--- config.mk ---
export PLATFORM = sky130hd
export DESIGN_NAME = lcd_field_fmt_flat
export DESIGN_NICKNAME = d
export VERILOG_FILES = /design/src/rtl/lcd_fmt_pkg.sv /design/src/rtl/lcd_field_fmt_if.sv /design/src/rtl/bin2bcd_seq.sv /design/src/rtl/lcd_field_fmt.sv /design/src/flat_wrapper.sv
export SDC_FILE = /design/constraint.sdc
export NUM_CORES = 1
export LEC_CHECK = 0
export ABC_AREA = 1
export BUFFER_PORTS_ARGS = -buffer_cell sky130_fd_sc_hd__buf_2
export CORE_UTILIZATION = 55
export CTS_BUF_LIST = sky130_fd_sc_hd__clkbuf_4
export DETAILED_ROUTE_END_ITERATION = 8
export PLACE_DENSITY = 0.82
export SLEW_MARGIN = 40
export SYNTH_ARGS = -nofsm -noshare
export SYNTH_HDL_FRONTEND = slang
export SYNTH_SLANG_ARGS = --single-unit
--- constraint.sdc ---
create_clock -name clk -period 17.9 [get_ports clk]
set_input_delay 1.79 -clock clk [delete_from_list [all_inputs] [get_ports clk]]
set_output_delay 1.79 -clock clk [all_outputs]
set_load 0.02 [all_outputs]
--- src/rtl/lcd_fmt_pkg.sv ---
// lcd_fmt_pkg: shared FSM states, ASCII constants and the digit-to-ASCII
// helper used by the LCD field formatter.
package lcd_fmt_pkg;

  typedef enum logic [2:0] {
    IDLE,
    START,
    CONV,
    WRITE,
    COMMIT
  } fmt_state_t;

  localparam logic [7:0] CH_ZERO  = 8'h30;
  localparam logic [7:0] CH_A     = 8'h41;
  localparam logic [7:0] CH_SPACE = 8'h20;
  localparam logic [7:0] CH_STAR  = 8'h2A;

  function automatic logic [7:0] nib2ascii(input logic [3:0] d);
    logic [7:0] c;
    unique case (1'b1)
      (d < 4'd10): c = CH_ZERO + {4'd0, d};
      default:     c = CH_A + {4'd0, d} - 8'd10;
    endcase
    return c;
  endfunction

endpackage

--- src/rtl/lcd_field_fmt_if.sv ---
// lcd_field_fmt_if: request/value inputs and committed row outputs.
// master = status logic side, slave = formatter side.
interface lcd_field_fmt_if #(
  parameter int NUM_FIELDS = 4,
  parameter int VAL_W      = 16,
  parameter int ROW_CHARS  = 16
);
  logic                        refresh;
  logic                        auto_refresh;
  logic [NUM_FIELDS*VAL_W-1:0] values;
  logic [8*ROW_CHARS-1:0]      row_a;
  logic [8*ROW_CHARS-1:0]      row_b;
  logic                        busy;
  logic                        frame_done;

  modport master (
    output refresh, auto_refresh, values,
    input  row_a, row_b, busy, frame_done
  );

  modport slave (
    input  refresh, auto_refresh, values,
    output row_a, row_b, busy, frame_done
  );
endinterface

--- src/rtl/bin2bcd_seq.sv ---
// bin2bcd_seq: VAL_W-cycle double-dabble; start loads bin and does the
// first shift, done marks the last shift cycle, ovf = carry out of top digit.
module bin2bcd_seq #(
  parameter int VAL_W   = 16,
  parameter int DEC_MAX = 5
) (
  input  logic                 clk,
  input  logic                 reset,
  input  logic                 start,
  input  logic [VAL_W-1:0]     bin,
  output logic                 busy,
  output logic                 done,
  output logic [4*DEC_MAX-1:0] bcd,
  output logic                 ovf
);
  localparam int CW = $clog2(VAL_W + 1);

  logic [VAL_W-1:0]     sh;
  logic [CW-1:0]        cnt;
  logic [4*DEC_MAX-1:0] adj;

  always_comb begin
    adj = bcd;
    for (int d = 0; d < DEC_MAX; d++) begin
      if (bcd[4*d +: 4] > 4'd4)
        adj[4*d +: 4] = bcd[4*d +: 4] + 4'd3;
    end
  end

  assign done = busy && (cnt == CW'(1));

  always_ff @(posedge clk or posedge reset) begin
    if (reset) begin
      busy <= 1'b0;
      cnt  <= '0;
      sh   <= '0;
      bcd  <= '0;
      ovf  <= 1'b0;
    end else if (start) begin
      // adjust on an all-zero register is a no-op, so shift straight in
      bcd  <= {{(4*DEC_MAX-1){1'b0}}, bin[VAL_W-1]};
      sh   <= bin << 1;
      cnt  <= CW'(VAL_W - 1);
      busy <= 1'b1;
      ovf  <= 1'b0;
    end else if (busy) begin
      bcd  <= {adj[4*DEC_MAX-2:0], sh[VAL_W-1]};
      ovf  <= ovf | adj[4*DEC_MAX-1];
      sh   <= sh << 1;
      cnt  <= cnt - CW'(1);
      busy <= (cnt != CW'(1));
    end
  end
endmodule

--- src/rtl/lcd_field_fmt.sv ---
// lcd_field_fmt: formats NUM_FIELDS values into two LCD rows, one field
// per WRITE; clk/reset plain, all else on bus (refresh/values in, rows out).
module lcd_field_fmt
  import lcd_fmt_pkg::*;
#(
  parameter int NUM_FIELDS = 4,
  parameter int VAL_W      = 16,
  parameter int ROW_CHARS  = 16,
  parameter int DEC_MAX    = 5,
  parameter logic [NUM_FIELDS-1:0]   FIELD_ROW   = 4'b0110,
  parameter logic [4*NUM_FIELDS-1:0] FIELD_COL   = {4'd8, 4'd8, 4'd0, 4'd0},
  parameter logic [3*NUM_FIELDS-1:0] FIELD_DIG   = {3'd5, 3'd4, 3'd2, 3'd2},
  parameter logic [NUM_FIELDS-1:0]   FIELD_DEC   = 4'b1000,
  parameter logic [NUM_FIELDS-1:0]   FIELD_BLANK = 4'b1000,
  parameter logic [8*ROW_CHARS-1:0]  ROW_INIT    = "????????????????"
) (
  input logic             clk,
  input logic             reset,
  lcd_field_fmt_if.slave  bus
);
  localparam int HEXD = (VAL_W + 3) / 4;
  localparam int NDIG = (DEC_MAX > HEXD) ? DEC_MAX : HEXD;
  localparam int DW   = 4 * NDIG;
  localparam int IW   = (NUM_FIELDS > 1) ? $clog2(NUM_FIELDS) : 1;

  fmt_state_t state_q, state_d;

  logic [IW-1:0]               idx_q;
  logic [NUM_FIELDS*VAL_W-1:0] vals_q;
  logic [8*ROW_CHARS-1:0]      sh_a, sh_b;
  logic [8*ROW_CHARS-1:0]      row_a_q, row_b_q;
  logic                        pend_q, done_q;
  logic [DW-1:0]               hex_q;

  logic [VAL_W-1:0]     f_val;
  logic                 f_row, f_dec, f_blk;
  logic [3:0]           f_col;
  logic [2:0]           f_dig;
  logic                 last;

  logic                 bcd_start, bcd_busy, bcd_done, bcd_ovf;
  logic [4*DEC_MAX-1:0] bcd;

  logic [DW-1:0]          src;
  logic                   ovf;
  logic                   lead;
  logic [3:0]             d;
  logic [7:0]             ch;
  int                     k, col;
  logic [8*ROW_CHARS-1:0] wrow;

  assign f_val = vals_q[int'(idx_q)*VAL_W +: VAL_W];
  assign f_row = FIELD_ROW[idx_q];
  assign f_dec = FIELD_DEC[idx_q];
  assign f_blk = FIELD_BLANK[idx_q];
  assign f_col = FIELD_COL[4*int'(idx_q) +: 4];
  assign f_dig = FIELD_DIG[3*int'(idx_q) +: 3];
  assign last  = (int'(idx_q) == NUM_FIELDS - 1);

  assign bcd_start = (state_q == CONV) && f_dec && !bcd_busy;

  bin2bcd_seq #(
    .VAL_W   (VAL_W),
    .DEC_MAX (DEC_MAX)
  ) u_bcd (
    .clk   (clk),
    .reset (reset),
    .start (bcd_start),
    .bin   (f_val),
    .busy  (bcd_busy),
    .done  (bcd_done),
    .bcd   (bcd),
    .ovf   (bcd_ovf)
  );

  always_comb begin
    state_d = state_q;
    unique case (state_q)
      IDLE:    if (bus.refresh || pend_q) state_d = START;
      START:   state_d = CONV;
      CONV:    if (!f_dec || bcd_done) state_d = WRITE;
      WRITE:   state_d = last ? COMMIT : CONV;
      COMMIT:  state_d = (pend_q || bus.auto_refresh || bus.refresh)
                         ? START : IDLE;
      default: state_d = IDLE;
    endcase
  end

  // Render the current field into a copy of its target shadow row,
  // most significant digit first so blanking can track leading zeros.
  always_comb begin
    src  = f_dec ? DW'(bcd) : hex_q;
    ovf  = f_dec && bcd_ovf;
    wrow = f_row ? sh_b : sh_a;
    lead = f_blk;
    d    = '0;
    ch   = CH_SPACE;
    k    = 0;
    col  = 0;
    for (int i = 0; i < NDIG; i++) begin
      if (i >= int'(f_dig) && src[4*i +: 4] != 4'd0)
        ovf = 1'b1;
    end
    for (int j = 0; j < NDIG; j++) begin
      if (j < int'(f_dig)) begin
        k = int'(f_dig) - 1 - j;
        d = src[4*k +: 4];
        if (d != 4'd0 || k == 0)
          lead = 1'b0;
        ch = ovf ? CH_STAR : (lead ? CH_SPACE : nib2ascii(d));
        col = int'(f_col) + j;
        if (col < ROW_CHARS)
          wrow[8*(ROW_CHARS-1-col) +: 8] = ch;
      end
    end
  end

  always_ff @(posedge clk or posedge reset) begin
    if (reset) begin
      state_q <= IDLE;
      idx_q   <= '0;
      vals_q  <= '0;
      sh_a    <= ROW_INIT;
      sh_b    <= ROW_INIT;
      row_a_q <= ROW_INIT;
      row_b_q <= ROW_INIT;
      pend_q  <= 1'b0;
      done_q  <= 1'b0;
      hex_q   <= '0;
    end else begin
      state_q <= state_d;
      done_q  <= (state_q == COMMIT);
      // a request landing in START still queues: the snapshot is this edge
      if (state_q != IDLE && bus.refresh)
        pend_q <= 1'b1;
      else if (state_q == START)
        pend_q <= 1'b0;
      if (state_q == START) begin
        vals_q <= bus.values;
        sh_a   <= ROW_INIT;
        sh_b   <= ROW_INIT;
        idx_q  <= '0;
      end
      if (state_q == CONV)
        hex_q <= DW'(f_val);
      if (state_q == WRITE) begin
        if (f_row)
          sh_b <= wrow;
        else
          sh_a <= wrow;
        idx_q <= idx_q + IW'(1);
      end
      if (state_q == COMMIT) begin
        row_a_q <= sh_a;
        row_b_q <= sh_b;
      end
    end
  end

  assign bus.row_a      = row_a_q;
  assign bus.row_b      = row_b_q;
  assign bus.busy       = (state_q != IDLE);
  assign bus.frame_done = done_q;
endmodule

--- src/flat_wrapper.sv ---
// flat-port wrapper written by rule: the top's interface ports become plain ports
module lcd_field_fmt_flat import lcd_fmt_pkg::*;
#(
  parameter int NUM_FIELDS = 4,
  parameter int VAL_W      = 16,
  parameter int ROW_CHARS  = 16,
  parameter int DEC_MAX    = 5,
  parameter logic [NUM_FIELDS-1:0]   FIELD_ROW   = 4'b0110,
  parameter logic [4*NUM_FIELDS-1:0] FIELD_COL   = {4'd8, 4'd8, 4'd0, 4'd0},
  parameter logic [3*NUM_FIELDS-1:0] FIELD_DIG   = {3'd5, 3'd4, 3'd2, 3'd2},
  parameter logic [NUM_FIELDS-1:0]   FIELD_DEC   = 4'b1000,
  parameter logic [NUM_FIELDS-1:0]   FIELD_BLANK = 4'b1000,
  parameter logic [8*ROW_CHARS-1:0]  ROW_INIT    = "                "
)
  (clk, reset, bus_refresh, bus_auto_refresh, bus_values, bus_row_a, bus_row_b, bus_busy, bus_frame_done);
  lcd_field_fmt_if #(.NUM_FIELDS(NUM_FIELDS), .VAL_W(VAL_W), .ROW_CHARS(ROW_CHARS)) bus_i ();
  input logic clk;
  input logic reset;
  input wire logic [$bits(bus_i.refresh)-1:0] bus_refresh;
  input wire logic [$bits(bus_i.auto_refresh)-1:0] bus_auto_refresh;
  input wire logic [$bits(bus_i.values)-1:0] bus_values;
  output wire logic [$bits(bus_i.row_a)-1:0] bus_row_a;
  output wire logic [$bits(bus_i.row_b)-1:0] bus_row_b;
  output wire logic [$bits(bus_i.busy)-1:0] bus_busy;
  output wire logic [$bits(bus_i.frame_done)-1:0] bus_frame_done;
  assign bus_i.refresh = bus_refresh;
  assign bus_i.auto_refresh = bus_auto_refresh;
  assign bus_i.values = bus_values;
  assign bus_row_a = bus_i.row_a;
  assign bus_row_b = bus_i.row_b;
  assign bus_busy = bus_i.busy;
  assign bus_frame_done = bus_i.frame_done;
  lcd_field_fmt #(.NUM_FIELDS(NUM_FIELDS), .VAL_W(VAL_W), .ROW_CHARS(ROW_CHARS), .DEC_MAX(DEC_MAX), .FIELD_ROW(FIELD_ROW), .FIELD_COL(FIELD_COL), .FIELD_DIG(FIELD_DIG), .FIELD_DEC(FIELD_DEC), .FIELD_BLANK(FIELD_BLANK), .ROW_INIT(ROW_INIT)) u_core (.clk(clk), .reset(reset), .bus(bus_i));
endmodule
Word level (Yosys, flattened, before mapping)
Index checks and enable logic that the tools add are counted.

Bits in latches: 0. Register bits after elaboration: 642. Memory bits (writable): 0. Memories kept: 0. Input bits: 68. ROM bits: 0.

Add/subtract/negate cells: 41. Muxes and demuxes: 90. Order comparisons: 26. Divide/modulo/power cells: 0. Bitwise logic cells: 1. $mul: 1. Equality and inequality tests: 9. Reductions and logical operators: 42. Shift-type cells: 18.

Operator list (count): $mux 128 (17); $bwmux 128 (5); $shift 8x33->128 const A (5); $shiftx 8x33->128 (5); $neg 32->33 (5); $logic_not 32->1 (5); $mux 8 (20); $shiftx 20x32->4 (5); $lt 32x6->1 const B (4); $sub 5x29->29 const A (4); $shiftx 64x7->16 (1); $sub 32x3->32 const B (2); $mux 20 (3); $add 7x4->8 const A (5); $reduce_bool 4->1 (10); $sub 8x4->8 const B (5); $add 6x4->7 const A (5); $mux 16 (2); $shiftx 12x32->3 const A (1); $sub 32x2->32 const B (1); $sub 32x4->32 const B (1); $mux 1 (28); $add 4x2->4 const B (5); $gt 4x3->1 const B (5); other kinds (40) (79).

Logic depth before layout (Yosys ltp)
Depth in word-level cells: 29. Gate-level depth with buffers: 23. Gate-level depth less buffers: 22.

By module
A second synthesis with hierarchy kept.

Cells, all modules: 3198. Area, all modules: 27222.4 um^2.

By module, submodules not included: lcd_field_fmt (area each 24977.7 um^2, instances 1, cells each 2939, seq. area each 15069.5 um^2); bin2bcd_seq (area each 2244.7 um^2, instances 1, cells each 259, seq. area each 1051.0 um^2).

Least setup slack after synthesis
No wires, ideal clock.

Path kind: register to register. From: reg u_core.idx_q[0]. To: reg u_core.sh_a[25]. Arrival: 2.781 ns. Setup slack: 15.001 ns. Data required time: 17.783 ns. Buffers on the path: 1. Period minus slack after synthesis: 2.899 ns. Cell stages (with the launch flop): 22. Path through: dfrtp_1 -> inv_1 -> clkbuf_1 -> ha_1 -> inv_1 -> ha_1 -> inv_1 -> o21ai_0 -> nand2_1 -> nor2_1 -> o21ai_1 -> ha_1 -> nand2_1 -> nand3b_1 -> nand2_1 -> nand2_1 -> o21bai_2 -> nand2_1 -> nand2_1 -> nand2_1 -> nand2_1 -> nand2_1.

Word-level cells in the longest chain between the ends: 29. Elaborated cells on any way between the ends: 160. Those cells by class: add/sub: 34; mul: 1; order compare: 20; shift: 17; mux: 62; reduce/logical: 26.

Ends and longest elaborated chain: start, declared (line lcd_field_fmt.sv:28) `logic [IW-1:0] idx_q;`; start signal, assigned (line lcd_field_fmt.sv:151) `idx_q <= idx_q + IW'(1);`; branches (longest 27 deep; another with $sub 32x2->32); $mux 128 (*) (line lcd_field_fmt.sv:147) `if (f_row)`; $mux 128 (*) (line lcd_field_fmt.sv:146) `if (state_q == WRITE) begin`; end signal, assigned (line lcd_field_fmt.sv:150) `sh_a <= wrow;`; end, declared (line lcd_field_fmt.sv:30) `logic [8*ROW_CHARS-1:0] sh_a, sh_b;`.

Mark *: on every way between the ends. The select of a mux whose other input is x is not followed. A chain may end at the register's enable or synchronous reset.

Final worst setup path
From: reg u_core.idx_q[1]. To: reg u_core.sh_a[105].

Same word-level chain as after synthesis.

==> impl_metrics.tcl <==
set metrics [dict create \
    ys.flop_type "dfrtp_1" \
    vdd_drop_max_uv 100 \
    pin_count 326 \
    cts-resized-gates 0 \
    post_cts_buffers 0 \
    drive_above_1_share 0.195 \
    path_class "flip-flop to flip-flop" \
    placed_area_sq_mm 0.0293 \
    via_per_inst 5.31 \
    drt-total-wl_mm 71.0 \
    dp_hpwl_mm 46.5 \
    syn_nets 3276 \
    yosys-top-cells-area "dfrtp_1 53%, nand2_1 17%, dfstp_2 6.2%" \
    gr-total-overflow 0 \
    pwr-share-clk 0.234 \
    ys_warn_count 0 \
    pwr_density_cell_mw_per_mm2 160 \
    antenna_found_initial 4 \
    fmax_mhz 241 \
    routedWlPerCell_um 16.4 \
    switching_share 0.421 \
    grt_max_degree 157 \
    setup_viol 0 \
    insertion_delay_ns 1.01 \
    start_util 0.556 \
    slew_viol_final 0 \
    cts_tree "done" \
    worst_pin_slew_ns 0.921 \
    cts_hold_buf 0 \
    critPathRequiredTime_ns 18.70 \
    yosys.area.top_type "dfrtp_1" \
    rsz0062_at_grt "false" \
    p_int_mw 2.90 \
    p_sw_mw 2.11 \
    clk_path_buf_depth 3 \
    clk_pin_slew_worst_paths_ns 0.07 \
    synth_edf_count 0 \
    port_buffers 325 \
    design_area_sq_mm 0.0313 \
    synth_seq_cells 641 \
    tns_ns 0 \
    grtUsageTotal 0.285 \
    critPathArrivalTime_ns 4.95 \
    p_leak_nw 17.5 \
    grt_pass1_vias 21502 \
    relSlewSlack 0.385 \
    synth_top_area_share 0.532 \
    path_max_fanout 39 \
    die_height_um 224 \
    fillerInstances 3985 \
    share_comb_of_total_power 0.375 \
    hold_viol 0 \
    route.vias.total 22956 \
    stdcell_count 4321 \
    syn_area_per_cell_sq_um 8.51 \
    synthTopCellsByCount "1217 x nand2_1, 577 x dfrtp_1, 349 x inv_1" \
    grt_pass1_wl_mm 113 \
    fp.dieArea_sq_mm 0.0502 \
    fin_crit_sh 0.232 \
    startpoint_type "flip-flop" \
    seq_area_frac_synth 0.594 \
    power_frac_seq 0.391 \
    finalClockSkew_ns 0.0892 \
    h-tree-depth 4 \
    synthCells 3185 \
    fin_nets 3635 \
    status "complete, no violations" \
    clock_sinks 641 \
    gp_congestion 0.961 \
    syn_area_sq_mm 0.0271 \
    hp-class "flip-flop to flip-flop" \
    rows 81 \
    yosysMostFrequentCell "nand2_1" \
    numCtsBuffers 159 \
    dp.cells 4045 \
    synth-async-reset-ratio 1.00 \
    fin_crit_ns 4.15 \
    synthDistinctLibCells 48 \
    maxCapViolations 0 \
    antenna_left 0 \
    endpoint_kind "flip-flop" \
    core_sq_mm 0.0487 \
    area_growth_pct 15.4 \
    cts_root_buffer "clkbuf_4" \
    die_w_um 224 \
    drc 0 \
    drt_iter0_drc 2167 \
    dr.pass1.iters 6 \
]
cells in the final DEF (no fill, tap or decap), types with 22 or more instances in the layout:
master	n
o22ai_1	56
nand3_1	87
ha_1	22
nand2_1	1217
clkbuf_4	232
nor2_1	115
dfrtp_1	576
o211ai_1	38
o21ai_0	309
a21oi_1	39
buf_2	325
o21ai_1	49
inv_1	348
clkinv_1	32
dfstp_2	64
logic make-up (layout without fill, tap and decap cells):
| family | after synthesis | in the layout | share of synthesized area |
|---|---|---|---|
| other | 0 | 5 | 0 |
| DFF | 641 | 641 | 0.594 |
| AOI/OAI and AO/OA | 528 | 528 | 0.108 |
| and+or+nand+nor | 1462 | 1462 | 0.211 |
| muxes | 1 | 1 | 0.000369 |
| adders and majority gates | 23 | 23 | 0.0106 |
| buffers and inverters | 526 | 993 | 0.0746 |
| xor gates and xnor gates | 4 | 4 | 0.00129 |
metrics by stage:
step | setup WS (ns) | total power, mW | hold slack, ns | util
2_1_floorplan | 7.41 | 3.24 | 0.436 | -
3_5_place_dp | 13.79 | 3.82 | 0.452 | 0.601
6_report | 13.75 | 5.01 | 0.461 | 0.642
4_1_cts | 13.87 | 5.00 | 0.461 | 0.640
3_3_place_gp | 13.63 | 3.77 | 0.448 | 0.600
5_1_grt | 13.36 | 5.34 | 0.475 | 0.642
layout make-up:
| type | count | area, sq um | area share |
|---|---|---|---|
| Clock inverter | 37 | 161 | 0.00516 |
| Tap cell | 664 | 831 | 0.0266 |
| Inverter | 365 | 1390 | 0.0444 |
| Antenna cell | 5 | 12.5 | 0.000400 |
| Multi-Input combinational cell | 2018 | 9030 | 0.289 |
| Timing Repair Buffer | 359 | 2010 | 0.0641 |
| Sequential cell | 641 | 16100 | 0.515 |
| Clock buffer | 232 | 1740 | 0.0557 |
power by group through the flow:
stage                     combinational, mW  clock (mW)  sequential [mW]
after floorplan                        1.21           0             2.03
after global placement                 1.80           0             1.97
after detailed placement               1.84           0             1.98
after global routing                   2.08        1.27             1.99
final                                  1.88        1.17             1.96
after CTS                              1.85        1.20             1.95
worst max-delay path: stages (launching register included):
cell     delay [ns]
dfrtp_2        0.36
buf_4          0.40
buf_4          0.52
ha_1           0.68
o21ai_1        0.26
o21ai_0        0.29
nand2_1        0.08
nand3_1        0.17
ha_1           0.18
inv_1          0.04
nor2_1         0.09
nand4_1        0.18
nand2_2        0.16
nand4_2        0.18
o21ai_2        0.14
nand2_1        0.09
nand3_1        0.07
o21ai_0        0.09
path summary, 6_finish.rpt:
kind	slack, ns	cells after the start	end	start
min in group asynchronous	0.79	2	u_core.sh_a[63]	reset
min reg2reg	0.46	2	u_core.bus.row_a[117]	u_core.bus.row_a[117]
max reg2reg	13.75	17	u_core.sh_a[105]	u_core.idx_q[1]
max in group asynchronous	15.06	6	u_core.bus.row_a[11]	reset
min	0.46	2	u_core.bus.row_a[117]	u_core.bus.row_a[117]
max	13.75	17	u_core.sh_a[105]	u_core.idx_q[1]
per-layer routing:
layer	vias to the layer above	track usage	wire length, um
li1	10795	-	-
met1	10956	0.387	29800
met4	2	0.122	2080
met2	1067	0.429	32900
met5	-	0	10
met3	136	0.0815	6260
registers in the layout (all words and copies together), names as in the netlist, 2 cells and up:
register          flops
u_core.u_bcd.bcd     20
u_core.idx_q          2
u_core.sh_a         128
u_core.u_bcd.cnt      5
u_core.sh_b         128
u_core.u_bcd.sh      15
u_core.bus.row_a    128
u_core.state_q        3
u_core.hex_q         16
u_core.bus.row_b    128
u_core.vals_q        64
No activity file was read; power rests on OpenSTA's default activity.
